[config.mk]
export PLATFORM = sky130hd
export DESIGN_NAME = sprite_layer_arbiter
export DESIGN_NICKNAME = d
export VERILOG_FILES = /design/src/rtl/sprite_layer_arbiter_pkg.sv /design/src/rtl/sprite_layer_arbiter_palette_lut.sv /design/src/rtl/sprite_layer_arbiter.sv
export SDC_FILE = /design/constraint.sdc
export NUM_CORES = 1
export LEC_CHECK = 0
export ABC_CLOCK_PERIOD_IN_PS = 5000
export CAP_MARGIN = 0
export CORE_MARGIN = 2
export CORE_UTILIZATION = 57
export CTS_BUF_LIST = sky130_fd_sc_hd__clkbuf_4 sky130_fd_sc_hd__clkbuf_8
export CTS_CLUSTER_SIZE = 16
export DETAILED_ROUTE_END_ITERATION = 10
export MAX_ROUTING_LAYER = met4
export PLACE_DENSITY = 0.95
export SLEW_MARGIN = 10
export SYNTH_ARGS = -nofsm -noshare
export SYNTH_HDL_FRONTEND = slang
export SYNTH_SLANG_ARGS = --single-unit
[constraint.sdc]
create_clock -name clk -period 5 [get_ports clk]
set_clock_uncertainty 0.2 [all_clocks]
set_input_delay 0.75 -clock clk [delete_from_list [all_inputs] [get_ports clk]]
set_output_delay 0.75 -clock clk [all_outputs]
set_load 0.05 [all_outputs]
[src/rtl/sprite_layer_arbiter_pkg.sv]
// ---------------------------------------------------------------------------
// sprite_layer_arbiter_pkg
// Shared constants and types for the sprite layer arbiter:
//   - palette index constants (transparent index, highest legal index)
//   - 12-bit RRRRGGGGBBBB palette colours, the illegal-index colour and
//     the flash colour
//   - flash state machine encoding (used only when SPRITE_FLASH_EN is defined)
//   - helper to classify an index as illegal
// ---------------------------------------------------------------------------
package sprite_layer_arbiter_pkg;

    localparam logic [3:0] IDX_TRANSPARENT = 4'd0;
    localparam logic [3:0] IDX_MAX_LEGAL   = 4'd8;

    // Palette; indices 1 and 2 have a team-B variant.
    localparam logic [11:0] PAL_1_A     = 12'hD42;
    localparam logic [11:0] PAL_1_B     = 12'h8DF;
    localparam logic [11:0] PAL_2_A     = 12'h921;
    localparam logic [11:0] PAL_2_B     = 12'h009;
    localparam logic [11:0] PAL_3       = 12'hFF9;
    localparam logic [11:0] PAL_4       = 12'h210;
    localparam logic [11:0] PAL_5       = 12'h778;
    localparam logic [11:0] PAL_6       = 12'h6B4;
    localparam logic [11:0] PAL_7       = 12'hDD0;
    localparam logic [11:0] PAL_8       = 12'hFFF;
    localparam logic [11:0] RGB_ILLEGAL = 12'hF0F;
    localparam logic [11:0] RGB_BLACK   = 12'h000;
    localparam logic [11:0] RGB_FLASH   = 12'hFFF;

    typedef enum logic [1:0] {
        FL_IDLE  = 2'd0,
        FL_ARMED = 2'd1,
        FL_FLASH = 2'd2
    } flash_state_e;

    function automatic logic is_illegal_idx(input logic [3:0] idx);
        return idx > IDX_MAX_LEGAL;
    endfunction

endpackage

[src/rtl/sprite_layer_arbiter_palette_lut.sv]
// ---------------------------------------------------------------------------
// palette_lut
// Purely combinational palette: maps a 4-bit palette index and the team-B
// flag to a 12-bit RRRRGGGGBBBB colour. Indices above the legal range map to
// the illegal colour so they are obvious on screen.
// Ports:
//   idx   in  4   palette index (0 is transparent and never reaches here
//                 as a winner; it maps to black)
//   is_b  in  1   team-B flag, only affects indices 1 and 2
//   rgb   out 12  colour
// ---------------------------------------------------------------------------
module palette_lut
    import sprite_layer_arbiter_pkg::*;
(
    input  logic [3:0]  idx,
    input  logic        is_b,
    output logic [11:0] rgb
);

    always_comb begin
        rgb = RGB_ILLEGAL;
        case (idx)
            4'd0:    rgb = RGB_BLACK;
            4'd1:    rgb = is_b ? PAL_1_B : PAL_1_A;
            4'd2:    rgb = is_b ? PAL_2_B : PAL_2_A;
            4'd3:    rgb = PAL_3;
            4'd4:    rgb = PAL_4;
            4'd5:    rgb = PAL_5;
            4'd6:    rgb = PAL_6;
            4'd7:    rgb = PAL_7;
            4'd8:    rgb = PAL_8;
            default: rgb = RGB_ILLEGAL;
        endcase
    end

endmodule

[src/rtl/sprite_layer_arbiter.sv]
// ---------------------------------------------------------------------------
// sprite_layer_arbiter
// Per-pixel compositor between the layer fetch units and the VGA output.
// Three-stage pipeline advancing on pix_en:
//   A capture : registers layer indices, team flags and sync timing
//   B select  : lowest-numbered non-transparent layer wins
//   C colour  : palette lookup / background / blanking, plus the per-frame
//               illegal-index counter
// Optional feature, enabled by defining SPRITE_FLASH_EN: a flash state
// machine that makes one layer's pixels white on alternate frames.
// Ports:
//   clk, rst                     clock, asynchronous active-high reset
//   pix_en                       pixel strobe
//   layer_idx [4*NUM_LAYERS]     palette index per layer (layer i at [4i+3:4i])
//   layer_is_b [NUM_LAYERS]      team-B flag per layer
//   bg_rgb [12]                  background colour, sampled at stage C
//   video_on_in/hsync_in/vsync_in  timing in (syncs active-low)
//   flash_req, flash_layer       flash request (SPRITE_FLASH_EN only)
//   rgb_out [12]                 pixel colour
//   video_on_out/hsync_out/vsync_out  timing aligned with rgb_out
//   win_layer, win_valid         winning layer and whether any layer won
//   bad_cnt_frame [8]            illegal-index count of the previous frame
//   flash_busy                   flash machine not idle
// ---------------------------------------------------------------------------
module sprite_layer_arbiter
    import sprite_layer_arbiter_pkg::*;
#(
    parameter int NUM_LAYERS   = 4,
    parameter int LAYER_W      = 2,
    parameter int FLASH_FRAMES = 8
) (
    input  logic                    clk,
    input  logic                    rst,
    input  logic                    pix_en,
    input  logic [4*NUM_LAYERS-1:0] layer_idx,
    input  logic [NUM_LAYERS-1:0]   layer_is_b,
    input  logic [11:0]             bg_rgb,
    input  logic                    video_on_in,
    input  logic                    hsync_in,
    input  logic                    vsync_in,
    input  logic                    flash_req,
    input  logic [LAYER_W-1:0]      flash_layer,
    output logic [11:0]             rgb_out,
    output logic                    video_on_out,
    output logic                    hsync_out,
    output logic                    vsync_out,
    output logic [LAYER_W-1:0]      win_layer,
    output logic                    win_valid,
    output logic [7:0]              bad_cnt_frame,
    output logic                    flash_busy
);

    // ---------------- Stage A: capture ----------------
    logic [4*NUM_LAYERS-1:0] a_idx_q, a_idx_d;
    logic [NUM_LAYERS-1:0]   a_is_b_q, a_is_b_d;
    logic                    a_von_q, a_von_d;
    logic                    a_hs_q, a_hs_d;
    logic                    a_vs_q, a_vs_d;

    always_comb begin
        a_idx_d  = a_idx_q;
        a_is_b_d = a_is_b_q;
        a_von_d  = a_von_q;
        a_hs_d   = a_hs_q;
        a_vs_d   = a_vs_q;
        if (pix_en) begin
            a_idx_d  = layer_idx;
            a_is_b_d = layer_is_b;
            a_von_d  = video_on_in;
            a_hs_d   = hsync_in;
            a_vs_d   = vsync_in;
        end
    end

    always_ff @(posedge clk or posedge rst) begin
        if (rst) begin
            a_idx_q  <= '0;
            a_is_b_q <= '0;
            a_von_q  <= 1'b0;
            a_hs_q   <= 1'b1;
            a_vs_q   <= 1'b1;
        end else begin
            a_idx_q  <= a_idx_d;
            a_is_b_q <= a_is_b_d;
            a_von_q  <= a_von_d;
            a_hs_q   <= a_hs_d;
            a_vs_q   <= a_vs_d;
        end
    end

    // ---------------- Stage B: select ----------------
    logic [3:0]            a_idx_arr [NUM_LAYERS];
    logic [NUM_LAYERS-1:0] a_opaque;

    genvar gi;
    generate
        for (gi = 0; gi < NUM_LAYERS; gi++) begin : g_layer
            assign a_idx_arr[gi] = a_idx_q[4*gi +: 4];
            assign a_opaque[gi]  = (a_idx_arr[gi] != IDX_TRANSPARENT);
        end
    endgenerate

    logic               sel_valid;
    logic [LAYER_W-1:0] sel_layer;
    logic [3:0]         sel_idx;
    logic               sel_is_b;

    // Scan from the lowest priority upward so the lowest opaque layer
    // is the last assignment and therefore the winner.
    always_comb begin
        sel_valid = 1'b0;
        sel_layer = '0;
        sel_idx   = IDX_TRANSPARENT;
        sel_is_b  = 1'b0;
        for (int i = NUM_LAYERS - 1; i >= 0; i--) begin
            if (a_opaque[i]) begin
                sel_valid = 1'b1;
                sel_layer = LAYER_W'(i);
                sel_idx   = a_idx_arr[i];
                sel_is_b  = a_is_b_q[i];
            end
        end
    end

    logic               b_valid_q, b_valid_d;
    logic [LAYER_W-1:0] b_layer_q, b_layer_d;
    logic [3:0]         b_idx_q, b_idx_d;
    logic               b_is_b_q, b_is_b_d;
    logic               b_von_q, b_von_d;
    logic               b_hs_q, b_hs_d;
    logic               b_vs_q, b_vs_d;

    always_comb begin
        b_valid_d = b_valid_q;
        b_layer_d = b_layer_q;
        b_idx_d   = b_idx_q;
        b_is_b_d  = b_is_b_q;
        b_von_d   = b_von_q;
        b_hs_d    = b_hs_q;
        b_vs_d    = b_vs_q;
        if (pix_en) begin
            b_valid_d = sel_valid;
            b_layer_d = sel_layer;
            b_idx_d   = sel_idx;
            b_is_b_d  = sel_is_b;
            b_von_d   = a_von_q;
            b_hs_d    = a_hs_q;
            b_vs_d    = a_vs_q;
        end
    end

    always_ff @(posedge clk or posedge rst) begin
        if (rst) begin
            b_valid_q <= 1'b0;
            b_layer_q <= '0;
            b_idx_q   <= IDX_TRANSPARENT;
            b_is_b_q  <= 1'b0;
            b_von_q   <= 1'b0;
            b_hs_q    <= 1'b1;
            b_vs_q    <= 1'b1;
        end else begin
            b_valid_q <= b_valid_d;
            b_layer_q <= b_layer_d;
            b_idx_q   <= b_idx_d;
            b_is_b_q  <= b_is_b_d;
            b_von_q   <= b_von_d;
            b_hs_q    <= b_hs_d;
            b_vs_q    <= b_vs_d;
        end
    end

    // ---------------- Stage C: colour ----------------
    logic [11:0] lut_rgb;

    palette_lut u_palette_lut (
        .idx  (b_idx_q),
        .is_b (b_is_b_q),
        .rgb  (lut_rgb)
    );

    logic [11:0]        c_rgb_q, c_rgb_d;
    logic               c_von_q, c_von_d;
    logic               c_hs_q, c_hs_d;
    logic               c_vs_q, c_vs_d;
    logic [LAYER_W-1:0] c_layer_q, c_layer_d;
    logic               c_valid_q, c_valid_d;
    logic [7:0]         bad_cnt_q, bad_cnt_d;
    logic [7:0]         bad_frame_q, bad_frame_d;

    logic flash_hit;
    logic vs_fall;
    logic pix_illegal;

    // Frame boundary as seen at stage C: vsync entering C goes low while
    // the value already in C is high.
    assign vs_fall     = pix_en & c_vs_q & ~b_vs_q;
    assign pix_illegal = pix_en & b_von_q & b_valid_q & is_illegal_idx(b_idx_q);

    always_comb begin
        c_rgb_d     = c_rgb_q;
        c_von_d     = c_von_q;
        c_hs_d      = c_hs_q;
        c_vs_d      = c_vs_q;
        c_layer_d   = c_layer_q;
        c_valid_d   = c_valid_q;
        bad_cnt_d   = bad_cnt_q;
        bad_frame_d = bad_frame_q;
        if (pix_en) begin
            c_von_d   = b_von_q;
            c_hs_d    = b_hs_q;
            c_vs_d    = b_vs_q;
            c_layer_d = b_layer_q;
            c_valid_d = b_valid_q;
            if (!b_von_q) begin
                c_rgb_d = RGB_BLACK;
            end else if (!b_valid_q) begin
                c_rgb_d = bg_rgb;
            end else if (flash_hit) begin
                c_rgb_d = RGB_FLASH;
            end else begin
                c_rgb_d = lut_rgb;
            end
        end
        // The pixel carrying the frame edge belongs to the new frame.
        if (vs_fall) begin
            bad_frame_d = bad_cnt_q;
            bad_cnt_d   = pix_illegal ? 8'd1 : 8'd0;
        end else if (pix_illegal && (bad_cnt_q != 8'hFF)) begin
            bad_cnt_d = bad_cnt_q + 8'd1;
        end
    end

    always_ff @(posedge clk or posedge rst) begin
        if (rst) begin
            c_rgb_q     <= RGB_BLACK;
            c_von_q     <= 1'b0;
            c_hs_q      <= 1'b1;
            c_vs_q      <= 1'b1;
            c_layer_q   <= '0;
            c_valid_q   <= 1'b0;
            bad_cnt_q   <= 8'd0;
            bad_frame_q <= 8'd0;
        end else begin
            c_rgb_q     <= c_rgb_d;
            c_von_q     <= c_von_d;
            c_hs_q      <= c_hs_d;
            c_vs_q      <= c_vs_d;
            c_layer_q   <= c_layer_d;
            c_valid_q   <= c_valid_d;
            bad_cnt_q   <= bad_cnt_d;
            bad_frame_q <= bad_frame_d;
        end
    end

    // ---------------- Flash feature ----------------
`ifdef SPRITE_FLASH_EN
    flash_state_e       fl_state_q, fl_state_d;
    logic [LAYER_W-1:0] fl_layer_q, fl_layer_d;
    logic [7:0]         frm_cnt_q, frm_cnt_d;

    // Runs every clock; only the frame edge is tied to the pixel strobe.
    // A new request always wins and restarts from ARMED.
    always_comb begin
        fl_state_d = fl_state_q;
        fl_layer_d = fl_layer_q;
        frm_cnt_d  = frm_cnt_q;
        if (flash_req) begin
            fl_state_d = FL_ARMED;
            fl_layer_d = flash_layer;
        end else begin
            case (fl_state_q)
                FL_ARMED: begin
                    if (vs_fall) begin
                        fl_state_d = FL_FLASH;
                        frm_cnt_d  = 8'(FLASH_FRAMES);
                    end
                end
                FL_FLASH: begin
                    if (vs_fall) begin
                        frm_cnt_d = frm_cnt_q - 8'd1;
                        if (frm_cnt_q <= 8'd1) begin
                            fl_state_d = FL_IDLE;
                            frm_cnt_d  = 8'd0;
                        end
                    end
                end
                default: fl_state_d = FL_IDLE;
            endcase
        end
    end

    always_ff @(posedge clk or posedge rst) begin
        if (rst) begin
            fl_state_q <= FL_IDLE;
            fl_layer_q <= '0;
            frm_cnt_q  <= 8'd0;
        end else begin
            fl_state_q <= fl_state_d;
            fl_layer_q <= fl_layer_d;
            frm_cnt_q  <= frm_cnt_d;
        end
    end

    // Odd frame counts are the white frames.
    assign flash_hit  = (fl_state_q == FL_FLASH) && frm_cnt_q[0] && b_valid_q
                        && (b_layer_q == fl_layer_q);
    assign flash_busy = (fl_state_q != FL_IDLE);
`else
    logic unused_flash_inputs;
    assign unused_flash_inputs = ^{flash_req, flash_layer};
    assign flash_hit  = 1'b0;
    assign flash_busy = 1'b0;
`endif

    assign rgb_out       = c_rgb_q;
    assign video_on_out  = c_von_q;
    assign hsync_out     = c_hs_q;
    assign vsync_out     = c_vs_q;
    assign win_layer     = c_layer_q;
    assign win_valid     = c_valid_q;
    assign bad_cnt_frame = bad_frame_q;

endmodule

* Word-level counts from Yosys, hierarchy flattened *
Index checks and enable logic that the tools add are counted.

word-level totals
  flip-flop bits (word level) = 68
  latch bits = 0
  RAM bits = 0
  bits in read-only memories = 0
  word-level logic and storage cells = 68
  memories kept = 0

operators by class
  $add $sub $neg = 1
  multiply operators = 0
  div/mod/pow operators = 0
  magnitude comparators = 1
  equality and inequality tests = 9
  shift operators = 0
  mux-type cells = 24
  bitwise gates (word level) = 6
  reductions and logical operators = 7

operator list
  operator             number
  $pmux 12 s9          1
  $mux 12              3
  $eq 4x3->1 const B   4
  $mux 4               4
  $mux 8               2
  $reduce_bool 4->1    4
  $mux 11              1
  $mux 1               9
  $add 8x1->8 const B  1
  $eq 4x2->1 const B   2
  $mux 2               4
  $ne 8x8->1 const B   1
  $and 1x1->1          5
  $eq 4x1->1 const B   1
  $eq 4x4->1 const B   1
  $gt 4x4->1 const B   1
  $logic_not 4->1      1
  $reduce_bool 2->1    1
  $logic_and 1x1->1    1
  $not 1->1            1

* Logic depth before layout (Yosys ltp) *
Gate-level depths: netlist (run 1).

  depth after elaboration = 6
  depth in mapped cells = 6
  depth with buffers taken out = 5

* Modules after synthesis *
Synthesis (run 1) repeated with hierarchy kept, for this count alone.

unflattened totals
  cells, all modules = 296
  area total of the unflattened synthesis = 3,199.3 um^2

by module, submodules not included
  module                instances  cells an instance  area each (um^2)
  sprite_layer_arbiter  1          256                2,965.3
  palette_lut           1          40                 234.0

* Least setup slack after synthesis (run 1) *
No wires, ideal clock.

  path kind = input to register
  start point = input pix_en
  end point = register bad_cnt_q[5]
  library setup time = 0.078 ns
  arrival time = 1.650 ns
  setup slack = 3.072 ns
  stages = 4
  path buffers = 0
  cells stage by stage = and4_1 > o211ai_2 > or4_1 > a21oi_1

on the way
  longest elaborated chain between the ends = 5
  elaborated cells between the ends (all ways) = 8
  those cells by class = 1 x mux; 5 x bitwise; 2 x reduce/logical

ends and longest elaborated chain
  element                      RTL line                     source
  start: declaration           sprite_layer_arbiter.sv:34   input logic pix_en,
  $and 1x1->1 (3 in series)    sprite_layer_arbiter.sv:197  assign pix_illegal = pix_en & b_von_q & b_valid_q & is_illegal_idx(b_idx_q);
  $logic_and 1x1->1            sprite_layer_arbiter.sv:228  end else if (pix_illegal && (bad_cnt_q != 8'hFF)) begin
  $reduce_bool 2->1 (no line)  n/a
  end signal: assignment       sprite_layer_arbiter.sv:250  bad_cnt_q <= bad_cnt_d;
  end: declaration             sprite_layer_arbiter.sv:187  logic [7:0] bad_cnt_q, bad_cnt_d;

Several ways; a longest one is shown, not always the timed one.
A chain may end at the register's enable or synchronous reset.

* Worst setup path in the final report (run 1) *
  start point = register c_vs_q (netlist: vsync_out)
  end point = output vsync_out

RTL lines
  element                   RTL line                     source
  start: declaration        sprite_layer_arbiter.sv:184  logic c_vs_q, c_vs_d;
  start signal: assignment  sprite_layer_arbiter.sv:247  c_vs_q <= c_vs_d;
  end: declaration          sprite_layer_arbiter.sv:46   output logic vsync_out,

No word-level cell between the ends.

==> metrics, run 1 <==
status=completed; #FFs+latches synth=between 60 and 70; fillers=372; post-synth top area share=about half; Worst path top cell family by delay=buffers and inverters; Finished Layout Cells=between 400 and 500; worst r2r src=b_valid_q; Clock Path Buffers=2; synth warn=0; DRT Pass-1 Iters=5; count of flip-flops with a built-in enable after synthesis=0; top cells by count, synth=62 x dfrtp_1, 38 x mux2_2, 36 x nand2_1; Die Y-Extent=78.6 µm; RSZ-0062 raised after global routing=no; GP Congestion=between 0.8 and 0.9; ys async rst share=100%; sequential power share=43.5%; Port Buffers=63; worst-path maximum fanout=3; top-count cell post-synth=dfrtp_1; MaxCap Viol Count=0; Critical Path Sink Type=output pin; hpwl dp=around 4600 µm; final WL=6870 µm; global-route wire length before repair=11700 µm; max-slew violations=0; Crit. Startpoint=vsync_out; Initial Util=58.3%; setup tns final=0 ps; Logic pwr share=~25%; CP Class=flop to output pin; H-Tree Depth=3; Worst Path Arrival=~1700 ps; I/O pin count=slightly below 70; Main synth FF type=dfrtp_1; Post-Syn Instances=about 300; Die W=a little under 80 µm; power density over the cells=about 400 mW/mm²; 1st-iter DRT viols=204; Hold Vio Cnt, Final=0; post-CTS setup buffers=0; wire length per cell=16.0 µm; Leak=1.69 nW; CTS Sinks=slightly below 70; Unique masters post-synth=46; cts repair resizes=0; Antenna diodes=0; critical path startpoint category=flop; die area=roughly 0.0062 mm²; Post-Syn Area per Cell=approximately 11 µm²; Worst Max-Slew Pin Slew=around 1000 ps; final core utilization=about 74%; via count=~2500; GRT overflow=0; critical-path cell list=clkdlybuf4s50_1; internal power=approximately 1.1 mW; Multi-input gate area=~0.0013 mm²; switching power of the nets=~0.53 mW; Hold Startpoint=bad_cnt_frame[1]; Crit path largest cell delay=between 700 and 800 ps; row cnt=27; Slowest cell on crit path=clkdlybuf4s50_1; Sw Share=between 30 and 40%; # hold bufs at CTS=0; Hold Crit Class=flop to flop; Max Clock Freq=around 380 MHz; CTS tree=built; CTS buffer count=9; # setup viols final=0; layout cell share with drive strength beyond 1=between 15 and 20%; routed vias/inst=around 6; Layout area overhead=27.3%; Root Driver=clkbuf_8; Seq/Total Area, Yosys=a little over half; Residual DRC=0; initial antenna violation count=0; worst vdd ir=around 0.00025 V; min cycle time layout=approximately 2600 ps; vias in the first global route=between 2000 and 3000; CP required=between 4000 and 5000 ps; syn_nets=about 340; FF/Latch Area=approximately 0.0017 mm²; final period utilization=between 50 and 60%; WP buf/inv=1; largest area contributor in the netlist=dfrtp_1; Clock transition at path regs=~70 ps; cell area after synthesis=~0.0032 mm²; placed insts=around 410; Clock power frac=between 30% and 40%; core footprint=about 0.0054 mm²; largest cells by area after synthesis=dfrtp_1 49%, mux2_2 13%, dfstp_2 5.0%, nand2_1 4.3%, o21ai_0 3.9%; Final nets=between 300 and 400; clk_lat worst skew=about 350 ps; overall routing resource usage=between 20% and 30%; number of nets still failing antenna checks after routing=0; largest net degree at the start of global routing=64; Slew HR=around 34%; final hold slack=278 ps
-- registers in the layout, summed over array words and instances (netlist names), 2 cells and up --
signal	flops
win_layer	2
a_idx_q	16
b_idx_q	4
b_layer_q	2
a_is_b_q	4
bad_cnt_frame	8
rgb_out	12
bad_cnt_q	8
-- cells by family (layout without fill, tap and decap cells) --
family                     after synthesis  count (layout)  share of synthesized area (%)
AOI/OAI and AO/OA                       81              81                           15.6
adders and majority gates                1               1                          0.395
buffers and inverters                   32              93                           4.14
DFF                                     68              68                           53.9
muxes                                   39              39                           13.8
other                                    1               1                          0.118
and+or+nand+nor                         74              74                           12.0
-- layout make-up --
cell class / instances / area share (%)
Sequential cell: 68 / 42.4
Clock inverter: 6 / 2.20
Clock buffer: 10 / 3.26
Tap cell: 72 / 2.23
Timing Repair Buffer: 65 / 15.9
Multi-Input combinational cell: 196 / 33.0
Inverter: 12 / 1.12
-- through the flow --
step	total power [mW]	area (µm²)	worst slack [ps]
after floorplan	0.970	3170	2350
after global placement	1.09	3810	2600
after detailed placement	1.11	3810	2550
after CTS	1.62	4040	2340
after global routing	1.68	4040	2320
final	1.61	4040	2360
-- per-layer routing --
metal | global-route usage [%] | wire length (µm) | up-vias
met2 | 40.0 | 3530 | 80
li1 | - | - | 1170
met5 | - | 0 | -
met1 | 29.9 | 2790 | 1232
met3 | 6.44 | 377 | 19
met4 | 12.5 | 167 | 0
-- placed cells by master, fill, tap and decap left out, types with 3 or more instances in the layout --
cell / n
dfrtp_1: 62
clkdlybuf4s50_1: 62
mux2_2: 38
nand2_1: 36
o21ai_0: 25
a21oi_1: 19
inv_1: 11
nand3_1: 9
clkbuf_8: 9
a31oi_1: 7
nor2_1: 6
dfstp_2: 6
a21o_1: 5
or4_1: 4
o211ai_1: 4
o31ai_1: 3
o21ai_1: 3
o22ai_1: 3
or3_1: 3
-- worst reg2reg max path, stage by stage (launching register included) --
cell	delay, ps
dfrtp_1	740
and4_1	330
o211ai_2	250
or4_1	550
a21oi_1	180
-- power by group through the flow --
stage / clock network (mW) / logic [mW] / registers, mW
floorplan: 0 / 0.164 / 0.806
global placement: 0 / 0.391 / 0.703
detailed placement: 0 / 0.404 / 0.709
CTS: 0.509 / 0.407 / 0.699
global route: 0.536 / 0.435 / 0.711
finish: 0.503 / 0.405 / 0.700
-- path summary, 6_finish.rpt --
path                                          to  slack, ps  cells past startpoint
worst max-delay path                   vsync_out       2360                      1
worst min-delay path            bad_cnt_frame[1]        280                      2
worst max register to register      bad_cnt_q[5]       2680                      4
worst min register to register  bad_cnt_frame[1]        280                      2
max in group asynchronous              hsync_out       3000                      3
min in group asynchronous            a_is_b_q[3]        700                      2
(Power assumes the default switching activity.)
==> inputs of run 2 (changes only) <==
ABC_CLOCK_PERIOD_IN_PS = 2300   (was 5000)
CORE_UTILIZATION = 47   (was 57)
PLACE_DENSITY = 0.86   (was 0.95)
clock period = 2.3 ns   (was 5 ns; I/O delays follow)
==> metrics, run 2 (same netlist as run 1, synthesis figures left out) <==
status=completed; R2R depth=4 (unchanged); die area=0.00742 mm² (+20%); design area=0.00416 mm² (+3.1%); via count=2436 (-2.6%); final WL=6810 µm (-0.97%); routed vias/inst=5.51 (-5.5%); largest net degree at the start of global routing=37 (-42%); Die Y-Extent=86.1 µm (+9.6%); Root Driver=clkbuf_8; GP Congestion=0.821 (-8.4%); H-Tree Depth=3 (unchanged); Slowest cell on crit path=clkdlybuf4s50_1; R2R Path End=bad_cnt_q[5]; Clock power frac=33.6% (+2.3 points); wire length per cell=15.4 µm (-3.9%); Worst path depth=1 (unchanged); 1st-iter DRT viols=140 (-31%); row cnt=29 (+7.4%); Die W=86.1 µm (+9.6%); Worst Path Arrival=1700 ps (about the same); RSZ-0062 raised after global routing=no; Antenna diodes=0 (unchanged); # hold bufs at CTS=0 (unchanged); CTS tree=built; CP required=1750 ps (-2300 ps); # setup viols final=0 (unchanged); most frequent cells in the layout=62 x dfrtp_1, 62 x clkdlybuf4s50_1, 38 x mux2_2; Worst path top cell family by delay=buffers and inverters; setup tns final=0 ps (unchanged); internal power=2.53 mW (+130%); Initial Util=49.4% (-8.9 points); CTS buffer count=9 (unchanged); Critical Path Sink Type=output pin; final core utilization=64.8% (-9.4 points); r2r setup slk=260 ps (-2420 ps); sequential power share=41.1% (-2.4 points); DRT Pass-1 Iters=4 (-1); number of nets still failing antenna checks after routing=0 (unchanged); global-route wire length before repair=11300 µm (-3.1%); met1 usage=24.4% (-5.6 points); critical path startpoint category=flop; largest reg by FF count=a_idx_q; CP Class=flop to output pin; Layout area overhead=31.2%; post-CTS setup buffers=0 (unchanged); Clock transition at path regs=70 ps (about the same); hpwl dp=4960 µm (+8.5%); final period utilization=a little over nine tenths; Crit path largest cell delay=810 ps (+20 ps); worst-path maximum fanout=3 (unchanged); initial antenna violation count=0 (unchanged); power density over the cells=877 mW/mm² (+120%); overall routing resource usage=20.3% (-4.8 points); GR Util met3=4.81% (-1.6 points); I/O pin count=68 (unchanged); critical-path cell list=clkdlybuf4s50_1; Clock Path Buffers=2 (unchanged); cts repair resizes=0 (unchanged); Slew HR=61.8% (+28 points); Worst Max-Slew Pin Slew=571 ps (-417 ps); worst r2r src=b_valid_q; Max Clock Freq=446 MHz; max reg flops=16 (unchanged); worst vdd ir=0.000477 V (+90%); Logic pwr share=25.3% (about the same); M2 GR Usage=33.4% (-6.6 points); Hold Crit Class=primary input to asynchronous set/reset pin; Residual DRC=0 (unchanged); max-slew violations=0 (unchanged); layout cell share with drive strength beyond 1=21.1% (+1.8 points); Leak=1.76 nW (+4.3%); Sw Share=30.6% (-2.3 points); clk_lat worst skew=340 ps (about the same); GRT overflow=0 (unchanged); Hold Vio Cnt, Final=0 (unchanged); MaxCap Viol Count=0 (unchanged); GR peak layer=met2; vias in the first global route=2410 (-6.2%); min cycle time layout=about 2200 ps; WP buf/inv=1 (unchanged); CTS Sinks=68 (unchanged); Post-DP Area=0.00391 mm² (+2.4%); switching power of the nets=1.12 mW (+110%); Final nets=402 (+2.0%); core footprint=0.00642 mm² (+18%); Port Buffers=63 (unchanged)
## run 2: how the worst max path moves through the flow
stage / start / end / slack (ps)
2_1_floorplan: rst / a_idx_q[0] / 50
3_3_place_gp: b_valid_q / bad_cnt_q[5] / 350
3_5_place_dp: b_valid_q / bad_cnt_q[5] / 280
4_1_cts: vsync_out / vsync_out / 40
5_1_grt: vsync_out / vsync_out / 10
6_report: vsync_out / vsync_out / 60
## run 2: worst reg2reg max path: stages, from the launching register on
cell      delay [ps]
dfrtp_1          510
and4_1           300
o211ai_2         260
or4_1            550
a21oi_1          150
## run 2: metal layers
metal | up-vias | part of all wire (%)
met5 | - | 0
met4 | 0 | 1.6
met3 | 13 | 4.1
met2 | 66 | 53
met1 | 1164 | 42
li1 | 1193 | -
## run 2: area by class of cell
class                           count  area, µm²
Clock buffer                       12        159
Clock inverter                      4       95.1
Fill cell                         517       2260
Inverter                           12       45.0
Multi-Input combinational cell    196       1330
Sequential cell                    68       1710
Tap cell                           77       96.3
Timing Repair Buffer               73        726
## run 2: stage by stage
stage	setup WS [ps]	total power [mW]	hold WS [ps]	std cells
after detailed placement	284	2.45	262	426
after CTS	35.9	3.68	160	442
after global routing	10.2	3.84	162	442
after global placement	354	2.41	258	426
after floorplan	53.4	2.11	266	296
final	59.7	3.65	151	442
## run 2: power by group through the flow
stage	Combinational [mW]	Clock, mW	Sequential, mW
final	0.923	1.23	1.50
after global routing	0.997	1.32	1.52
after CTS	0.932	1.25	1.50
after global placement	0.902	0	1.51
after floorplan	0.356	0	1.75
after detailed placement	0.929	0	1.52
==> inputs of run 3 (changes only) <==
CORE_UTILIZATION = 59   (was 47)
DONT_BUFFER_PORTS = 1   (was not set)
==> metrics, run 3 (same netlist as run 1, synthesis figures left out) <==
status=completed; Die Y-Extent=77.3 µm (-10%); final period utilization=88.4% (-9.0 points); H-Tree Depth=3 (unchanged); clk_lat worst skew=330 ps (about the same); Slew HR=62.6% (+0.75 points); Critical Path Sink Type=flop; r2r setup slk=270 ps (about the same); Worst Max-Slew Pin Slew=560 ps (-11.3 ps); Die W=77.3 µm (-10%); final WL=6670 µm (-2.0%); CTS Sinks=68 (unchanged); MaxCap Viol Count=0 (unchanged); Tot Pwr=3.29 mW (-9.8%); GP Congestion=0.851 (+3.7%); Max Clock Freq=492 MHz (+10%); Finished Layout Cells=396 (-10%); via count=2339 (-4.0%); # setup viols final=0 (unchanged); R2R depth=4 (unchanged); hold path depth=2; die area=0.00598 mm² (-19%); overall routing resource usage=24.8% (+4.4 points); GRT overflow=0 (unchanged); initial antenna violation count=0 (unchanged); layout cell share with drive strength beyond 1=22.7% (+1.6 points); row cnt=26 (-10%); power density over the cells=880 mW/mm² (+0.30%); core footprint=0.00514 mm² (-20%); wire length per cell=16.8 µm (+9.4%); end of the worst hold path=rgb_out[9]; max-slew violations=0 (unchanged); critical path startpoint category=flop; Clock Path Buffers=2 (unchanged); worst-path maximum fanout=15 (+12); number of nets still failing antenna checks after routing=0 (unchanged); R2R Path End=bad_cnt_q[7]; Antenna diodes=0 (unchanged); RSZ-0062 raised after global routing=no; Residual DRC=0 (unchanged); CP Class=flop to flop; vias in the first global route=2405 (-0.21%); design area=0.00374 mm² (-10%); Port Buffers=0 (-100%); 1st-iter DRT viols=194 (+39%); Hold Crit Class=primary input to flop; setup tns final=0 ps (unchanged); Hold Startpoint=bg_rgb[9]; CTS tree=built; final core utilization=72.8% (+8.0 points); min cycle time layout=2030 ps (-207 ps); Worst Path Arrival=2090 ps (+390 ps); largest reg by FF count=a_idx_q; routed vias/inst=5.91 (+7.2%); worst vdd ir=0.000493 V (+3.3%); CP required=2350 ps (+600 ps); Initial Util=61.7% (+12 points); I/O pin count=68 (unchanged); most common cell after layout, fill and taps aside=dfrtp_1; largest net degree at the start of global routing=58 (+57%); Hold Vio Cnt, Final=0 (unchanged); placed insts=353 (-17%); Leak=1.60 nW (-8.7%); max reg flops=16 (unchanged); Post-DP Area=0.00324 mm² (-17%); Clock transition at path regs=70 ps (about the same); DRT Pass-1 Iters=5 (+1); fillers=370 (-28%); global-route wire length before repair=11400 µm (+0.67%); hpwl dp=4140 µm (-17%); most frequent cells in the layout=62 x dfrtp_1, 38 x mux2_2, 36 x nand2_1; Layout area overhead=18.0%; CTS buffer count=9 (unchanged); worst r2r src=b_idx_q[2]; cts repair resizes=0 (unchanged); Root Driver=clkbuf_8; Final nets=363 (-9.7%)
## run 3: changes by cell type in the layout (fill, tap and decap cells not counted), moves of 2 or more
cell,delta
dlygate4sd3_1,+26
bufinv_16,-2
buf_4,-2
clkdlybuf4s50_1,-62
clkbuf_4,+2
## run 3: what timing repair did
item,CTS,global route
endpoints found under the hold margin,69,0
endpoints found under the setup margin,0,0
hold buffers,27,0
buffers inserted,0,0
## run 3: worst max-delay path: stages (launching register included)
cell and delay [ps]:
dfrtp_1 590, or3_4 220, o211ai_2 250, or4_1 540
a21oi_1 150
## run 3: area by class of cell
type / count / area [µm²] / share of cell area, %
Timing Repair Buffer: 34 / 353 / 9.43
Clock inverter: 1 / 30.0 / 0.802
Tap cell: 70 / 87.6 / 2.34
Clock buffer: 15 / 188 / 5.02
Inverter: 12 / 45.0 / 1.20
Multi-Input combinational cell: 196 / 1330 / 35.5
Sequential cell: 68 / 1710 / 45.7
## run 3: metrics by stage
step                      hold slack [ps]  setup slack [ps]
after floorplan                       266              53.4
after global placement               46.1               379
after global routing                 3.57               163
after CTS                           0.659               271
after detailed placement             48.2               311
final                                5.46               266
## run 3: how the worst max path moves through the flow
| stage | start | to | slack, ps | cells past startpoint |
|---|---|---|---|---|
| 3_5_place_dp | bad_cnt_q[0] | bad_cnt_q[7] | 310 | 5 |
| 3_3_place_gp | bad_cnt_q[0] | bad_cnt_q[7] | 380 | 5 |
| 6_report | b_idx_q[2] | bad_cnt_q[7] | 270 | 4 |
| 2_1_floorplan | rst | a_idx_q[0] | 50 | 1 |
| 5_1_grt | b_idx_q[2] | bad_cnt_q[7] | 160 | 4 |
| 4_1_cts | b_idx_q[2] | bad_cnt_q[7] | 270 | 4 |
## run 3: metal layers
metal | track usage (%) | vias to the layer above | share of wire (%)
li1 | - | 1109 | -
met1 | 30.1 | 1141 | 40
met2 | 40.5 | 77 | 53
met3 | 5.88 | 12 | 4.9
met4 | 9.11 | 0 | 1.6
met5 | - | - | 0
## run 3: power breakdown
part	leakage, nW	switching (mW)	internal (mW)
registers	0.834	0.416	1.36
clock network	0.114	0.419	0.628
logic	0.657	0.238	0.230
total	1.60	1.07	2.22
